File: src/rtl/mips_pkg.sv
// Shared encodings for the multicycle MIPS control path: FSM states, opcodes,
// funct codes, ALU operations and datapath mux selects.
package mips_pkg;

    localparam logic [3:0] ST_FETCH   = 4'd0;
    localparam logic [3:0] ST_DECODE  = 4'd1;
    localparam logic [3:0] ST_MEMADR  = 4'd2;
    localparam logic [3:0] ST_MEMRD   = 4'd3;
    localparam logic [3:0] ST_MEMWB   = 4'd4;
    localparam logic [3:0] ST_MEMWR   = 4'd5;
    localparam logic [3:0] ST_EXEC    = 4'd6;
    localparam logic [3:0] ST_RWB     = 4'd7;
    localparam logic [3:0] ST_BRANCH  = 4'd8;
    localparam logic [3:0] ST_ADDI_EX = 4'd9;
    localparam logic [3:0] ST_ADDI_WB = 4'd10;
    localparam logic [3:0] ST_JUMP    = 4'd11;

    localparam logic [5:0] OP_RTYPE = 6'b000000;
    localparam logic [5:0] OP_LW    = 6'b100011;
    localparam logic [5:0] OP_SW    = 6'b101011;
    localparam logic [5:0] OP_BEQ   = 6'b000100;
    localparam logic [5:0] OP_ADDI  = 6'b001000;
    localparam logic [5:0] OP_J     = 6'b000010;

    localparam logic [5:0] FUNCT_ADD = 6'b100000;
    localparam logic [5:0] FUNCT_SUB = 6'b100010;
    localparam logic [5:0] FUNCT_AND = 6'b100100;
    localparam logic [5:0] FUNCT_OR  = 6'b100101;
    localparam logic [5:0] FUNCT_XOR = 6'b100110;
    localparam logic [5:0] FUNCT_NOR = 6'b100111;
    localparam logic [5:0] FUNCT_SLT = 6'b101010;

    localparam logic [2:0] ALU_AND = 3'b000;
    localparam logic [2:0] ALU_OR  = 3'b001;
    localparam logic [2:0] ALU_ADD = 3'b010;
    localparam logic [2:0] ALU_NOP = 3'b011;
    localparam logic [2:0] ALU_NOR = 3'b100;
    localparam logic [2:0] ALU_XOR = 3'b101;
    localparam logic [2:0] ALU_SUB = 3'b110;
    localparam logic [2:0] ALU_SLT = 3'b111;

    localparam logic [1:0] SRC_B_REG     = 2'b00;
    localparam logic [1:0] SRC_B_FOUR    = 2'b01;
    localparam logic [1:0] SRC_B_IMM     = 2'b10;
    localparam logic [1:0] SRC_B_IMM_SH2 = 2'b11;

    localparam logic [1:0] PC_SRC_ALU    = 2'b00;
    localparam logic [1:0] PC_SRC_ALUOUT = 2'b01;
    localparam logic [1:0] PC_SRC_JUMP   = 2'b10;

endpackage

File: src/rtl/alu_decoder.sv
// Maps the R-type funct field to an ALU operation; unknown funct yields NOP.
module alu_decoder
    import mips_pkg::*;
(
    input  logic [5:0] funct_i,
    output logic [2:0] alu_op_o
);

    always_comb begin
        case (funct_i)
            FUNCT_ADD: alu_op_o = ALU_ADD;
            FUNCT_SUB: alu_op_o = ALU_SUB;
            FUNCT_AND: alu_op_o = ALU_AND;
            FUNCT_OR:  alu_op_o = ALU_OR;
            FUNCT_XOR: alu_op_o = ALU_XOR;
            FUNCT_NOR: alu_op_o = ALU_NOR;
            FUNCT_SLT: alu_op_o = ALU_SLT;
            default:   alu_op_o = ALU_NOP;
        endcase
    end

endmodule

File: src/rtl/multicycle_ctrl.sv
// Multicycle MIPS main controller: state sequencing plus Moore decode of the
// datapath controls (o_pc_write in BRANCH follows i_zero).
module multicycle_ctrl
    import mips_pkg::*;
#(
    parameter int unsigned OP_WIDTH    = 3,
    parameter int unsigned STATE_WIDTH = 4
) (
    input  logic                   i_clk,
    input  logic                   i_rst_n,
    input  logic [5:0]             i_opcode,
    input  logic [5:0]             i_funct,
    input  logic                   i_zero,
    output logic                   o_pc_write,
    output logic                   o_ir_write,
    output logic                   o_iord,
    output logic                   o_mem_read,
    output logic                   o_mem_write,
    output logic                   o_reg_write,
    output logic                   o_reg_dst,
    output logic                   o_mem_to_reg,
    output logic                   o_alu_src_a,
    output logic [1:0]             o_alu_src_b,
    output logic [1:0]             o_pc_src,
    output logic [OP_WIDTH-1:0]    o_alu_op,
    output logic [STATE_WIDTH-1:0] o_state
);

    localparam logic [STATE_WIDTH-1:0] S_FETCH   = STATE_WIDTH'(ST_FETCH);
    localparam logic [STATE_WIDTH-1:0] S_DECODE  = STATE_WIDTH'(ST_DECODE);
    localparam logic [STATE_WIDTH-1:0] S_MEMADR  = STATE_WIDTH'(ST_MEMADR);
    localparam logic [STATE_WIDTH-1:0] S_MEMRD   = STATE_WIDTH'(ST_MEMRD);
    localparam logic [STATE_WIDTH-1:0] S_MEMWB   = STATE_WIDTH'(ST_MEMWB);
    localparam logic [STATE_WIDTH-1:0] S_MEMWR   = STATE_WIDTH'(ST_MEMWR);
    localparam logic [STATE_WIDTH-1:0] S_EXEC    = STATE_WIDTH'(ST_EXEC);
    localparam logic [STATE_WIDTH-1:0] S_RWB     = STATE_WIDTH'(ST_RWB);
    localparam logic [STATE_WIDTH-1:0] S_BRANCH  = STATE_WIDTH'(ST_BRANCH);
    localparam logic [STATE_WIDTH-1:0] S_ADDI_EX = STATE_WIDTH'(ST_ADDI_EX);
    localparam logic [STATE_WIDTH-1:0] S_ADDI_WB = STATE_WIDTH'(ST_ADDI_WB);
    localparam logic [STATE_WIDTH-1:0] S_JUMP    = STATE_WIDTH'(ST_JUMP);

    logic [STATE_WIDTH-1:0] state_q, state_d;
    logic [2:0] funct_alu_op, alu_op;
    logic pc_write, ir_write, mem_read, mem_write, reg_write;

    alu_decoder u_alu_decoder (
        .funct_i  (i_funct),
        .alu_op_o (funct_alu_op)
    );

    always_ff @(posedge i_clk or negedge i_rst_n) begin
        if (!i_rst_n) begin
            state_q <= S_FETCH;
        end else begin
            state_q <= state_d;
        end
    end

    always_comb begin
        state_d = S_FETCH;
        case (state_q)
            S_FETCH: state_d = S_DECODE;
            S_DECODE: begin
                case (i_opcode)
                    OP_LW, OP_SW: state_d = S_MEMADR;
                    OP_RTYPE:     state_d = S_EXEC;
                    OP_BEQ:       state_d = S_BRANCH;
                    OP_ADDI:      state_d = S_ADDI_EX;
                    OP_J:         state_d = S_JUMP;
                    default:      state_d = S_FETCH;
                endcase
            end
            S_MEMADR:  state_d = (i_opcode == OP_SW) ? S_MEMWR : S_MEMRD;
            S_MEMRD:   state_d = S_MEMWB;
            S_EXEC:    state_d = S_RWB;
            S_ADDI_EX: state_d = S_ADDI_WB;
            default:   state_d = S_FETCH;
        endcase
    end

    always_comb begin
        pc_write     = 1'b0;
        ir_write     = 1'b0;
        mem_read     = 1'b0;
        mem_write    = 1'b0;
        reg_write    = 1'b0;
        o_iord       = 1'b0;
        o_reg_dst    = 1'b0;
        o_mem_to_reg = 1'b0;
        o_alu_src_a  = 1'b0;
        o_alu_src_b  = SRC_B_REG;
        o_pc_src     = PC_SRC_ALU;
        alu_op       = ALU_NOP;
        case (state_q)
            S_FETCH: begin
                mem_read    = 1'b1;
                ir_write    = 1'b1;
                pc_write    = 1'b1;
                o_alu_src_b = SRC_B_FOUR;
                alu_op      = ALU_ADD;
            end
            S_DECODE: begin
                o_alu_src_b = SRC_B_IMM_SH2;
                alu_op      = ALU_ADD;
            end
            S_MEMADR, S_ADDI_EX: begin
                o_alu_src_a = 1'b1;
                o_alu_src_b = SRC_B_IMM;
                alu_op      = ALU_ADD;
            end
            S_MEMRD: begin
                o_iord   = 1'b1;
                mem_read = 1'b1;
            end
            S_MEMWR: begin
                o_iord    = 1'b1;
                mem_write = 1'b1;
            end
            S_MEMWB: begin
                reg_write    = 1'b1;
                o_mem_to_reg = 1'b1;
            end
            S_RWB: begin
                reg_write = 1'b1;
                o_reg_dst = 1'b1;
            end
            S_ADDI_WB: reg_write = 1'b1;
            S_EXEC: begin
                o_alu_src_a = 1'b1;
                alu_op      = funct_alu_op;
            end
            S_BRANCH: begin
                o_alu_src_a = 1'b1;
                alu_op      = ALU_SUB;
                o_pc_src    = PC_SRC_ALUOUT;
                pc_write    = i_zero;
            end
            S_JUMP: begin
                pc_write = 1'b1;
                o_pc_src = PC_SRC_JUMP;
            end
            default: ;
        endcase
    end

    // State is already FETCH during reset; only the write/strobe enables need masking.
    assign o_pc_write  = pc_write  & i_rst_n;
    assign o_ir_write  = ir_write  & i_rst_n;
    assign o_mem_read  = mem_read  & i_rst_n;
    assign o_mem_write = mem_write & i_rst_n;
    assign o_reg_write = reg_write & i_rst_n;
    assign o_alu_op    = OP_WIDTH'(alu_op);
    assign o_state     = state_q;

endmodule

File: config.mk
export PLATFORM = sky130hd
export DESIGN_NAME = multicycle_ctrl
export DESIGN_NICKNAME = d
export VERILOG_FILES = /design/src/rtl/mips_pkg.sv /design/src/rtl/alu_decoder.sv /design/src/rtl/multicycle_ctrl.sv
export SDC_FILE = /design/constraint.sdc
export NUM_CORES = 1
export LEC_CHECK = 0
export CAP_MARGIN = 40
export CORE_UTILIZATION = 35
export DETAILED_ROUTE_END_ITERATION = 16
export PLACE_DENSITY = 0.78
export SLEW_MARGIN = 20
export SYNTH_ARGS = -nofsm -noshare
export SYNTH_HDL_FRONTEND = slang
export SYNTH_SLANG_ARGS = --single-unit
File: constraint.sdc
create_clock -name i_clk -period 3.21 [get_ports i_clk]
set_input_delay 0.321 -clock i_clk [delete_from_list [all_inputs] [get_ports i_clk]]
set_output_delay 0.321 -clock i_clk [all_outputs]
set_load 0.01 [all_outputs]
==> impl_metrics.env <==
export IMPL_leakagePower_uw=0.000320
export IMPL_worst_slew_margin_rel_pct=56.8
export IMPL_drc=0
export IMPL_required_ps=2890
export IMPL_cap_violations=0
export IMPL_worstPathArrival_ps=2090
export IMPL_syn_num_nets=88
export IMPL_synthArstFlopShare_pct=100
export IMPL_vias=662
export IMPL_synth_seq_cells=4
export IMPL_setup_tns_ps=0
export IMPL_post_route_period_util_pct=75.2
export IMPL_p_per_area_nw_per_um2=601
export IMPL_htree_levels=1
export IMPL_finalWeightedCongestion=0.753
export IMPL_hpwl_um=1170
export IMPL_critical_path_endpoint_type="primary output"
export IMPL_dieArea_um2=1710
export IMPL_peakVddDrop_v=0.000301
export IMPL_crit_type="flop to primary output"
export IMPL_rows=13
export IMPL_viasPerCell=5.52
export IMPL_synth_area_leader_cell="dfrtp_1"
export IMPL_internal_power_uw=303
export IMPL_syn_area_um2=543
export IMPL_drt_wl_total_um=1610
export IMPL_crit_slowest_cell="dfrtp_1"
export IMPL_synth_avg_cell_area_um2=7.44
export IMPL_ys_seq_area_share_pct=18.4
export IMPL_grt_first_pass_wirelength_um=2260
export IMPL_clock_sinks=4
export IMPL_hold_class="input port to asynchronous set/reset pin"
export IMPL_io_buffers=34
export IMPL_dpl_worst_slack_ps=968
export IMPL_p_sw_uw=233
export IMPL_p_sw_share_pct=43.5
export IMPL_antenna_cells=0
export IMPL_crit_fanout=16
export IMPL_synth_top_area_share_pct=18.4
export IMPL_overflow=0
export IMPL_grt_pass1_vias=503
export IMPL_dieWidth_um=41.4
export IMPL_synth_common_cells="8 x nor2_1, 8 x nor3_1, 6 x nand2_1"
export IMPL_start_kind="flop"
export IMPL_yosysUniqueCellTypes=32
export IMPL_p_seq_share_pct=26.1
export IMPL_worst_slew_pin_slew_ps=648
export IMPL_period_minus_slack_ps=2410
export IMPL_clock_fmax_mhz=414
export IMPL_drive_above_1_share_pct=7.62
export IMPL_clk_path_buf_depth=2
export IMPL_clkPwrFrac_pct=11.8
export IMPL_ctsResizeCount=0
export IMPL_cts_tree="done"
export IMPL_yosysWarnings=0
export IMPL_syn_to_final_growth_pct=64.3
export IMPL_setup_viol=0
export IMPL_synth_enable_flop_cells=0
export IMPL_setup_slack_ps=796
export IMPL_slew_violations=0
export IMPL_cts_clk_slew_worst_paths_ps=40
export IMPL_ys_flop_type="dfrtp_1"
export IMPL_cts_buffers=3
export IMPL_rr_startpoint="o_state[1]"
export IMPL_status="complete, no violations"
export IMPL_max_stage_delay_ps=680
export IMPL_clk_insertion_delay_late_ps=240
export IMPL_wire_per_inst_um=13.4
export IMPL_drt_first_iter_violations=17
export IMPL_initial_core_util_pct=39.7
export IMPL_worst_clock_skew_ps=2.17
export IMPL_track_usage_pct=20.6
export IMPL_cts_setup_buffers=0
export IMPL_hold_viol=0
export IMPL_fin_util_pct=65.3
export IMPL_syn_inst=73
export IMPL_synthTopCellsByArea="dfrtp_1 18%, nor3_1 7.4%, nor2_1 5.5%, nand4_1 4.6%, buf_4 4.1%"
export IMPL_antenna_found_initial=0
export IMPL_first_pass_iters=4
export IMPL_largest_reg_flops=4
export IMPL_rsz0062_at_grt="false"
export IMPL_hold_slack_ps=328
export IMPL_cp_startpoint="o_state[1]"
export IMPL_nNetsFinal=122
export IMPL_die_y_um=41.4
export IMPL_p_comb_share_pct=62.0
export IMPL_grt_max_degree=19
export IMPL_holdBufCountCts=0
export IMPL_top_level_ports=35
export IMPL_crit_chain="nor2b_4 -> nand2b_1 -> a21oi_1 -> clkdlybuf4s50_1"
export IMPL_core_area_um2=1370
export IMPL_ant_nets=0
export IMPL_cts_root_buf="clkbuf_4"
path summary, 6_finish.rpt:
kind | cells after the start | to | slack, ps
setup / recovery | 4 | o_alu_src_b[1] | 800
setup reg to reg | 3 | o_state[1] | 1800
hold / removal | 1 | o_state[2] | 330
max in group asynchronous | 1 | o_state[0] | 2660
hold reg to reg | 1 | o_state[0] | 750
min in group i_clk | 3 | o_state[3] | 710
worst max-delay path: cells and delay by family, from the launching register on:
kind / cells / cell delay, ps
and+or+nand+nor: 2 / 450
DFF: 1 / 680
buffers and inverters: 1 / 560
AOI/OAI and AO/OA: 1 / 170
stage by stage:
step	area, um^2	cells	power, uW
2_1_floorplan	543	73	313
3_3_place_gp	870	117	470
3_5_place_dp	870	117	471
4_1_cts	892	120	537
5_1_grt	892	120	574
6_report	892	120	536
routing by layer:
layer / vias up / GRT usage (%) / part of all wire, %
li1: 339 / - / -
met1: 298 / 27.7 / 47
met2: 23 / 29.7 / 48
met3: 2 / 6.38 / 4.5
met4: 0 / 9.68 / 0.56
met5: - / 0 / 0
kinds of logic after synthesis:
group,after synthesis,share of synthesized area (%)
simple gates,46,48.6
compound gates,13,19.6
buf+inv,6,6.68
flops,4,18.4
xor+xnor,3,4.84
mux,1,1.84
placed cells by master (no fill, tap or decap), drive strengths merged, types with 4 or more instances in the layout:
| master | count |
|---|---|
| nand4 | 4 |
| dfrtp | 4 |
| nor2b | 4 |
| clkdlybuf4s50 | 34 |
| nor3 | 8 |
| nand2 | 6 |
| nor2 | 8 |
| nor3b | 4 |
final cells by class:
class | count | area (um^2)
fillers | 141 | 474
multi-input cells | 63 | 407
repair buffers | 34 | 340
flip-flops and latches | 4 | 100
clock buffers | 3 | 22.5
well taps | 15 | 18.8
inverters | 1 | 3.75
power groups by stage:
stage,Clock (uW),Sequential (uW),Combinational [uW]
2_1_floorplan,0,87.3,226
3_3_place_gp,0,139,331
3_5_place_dp,0,139,332
4_1_cts,64.6,138,335
5_1_grt,70.7,146,358
6_report,63.5,140,332
(Power assumes the default switching activity.)
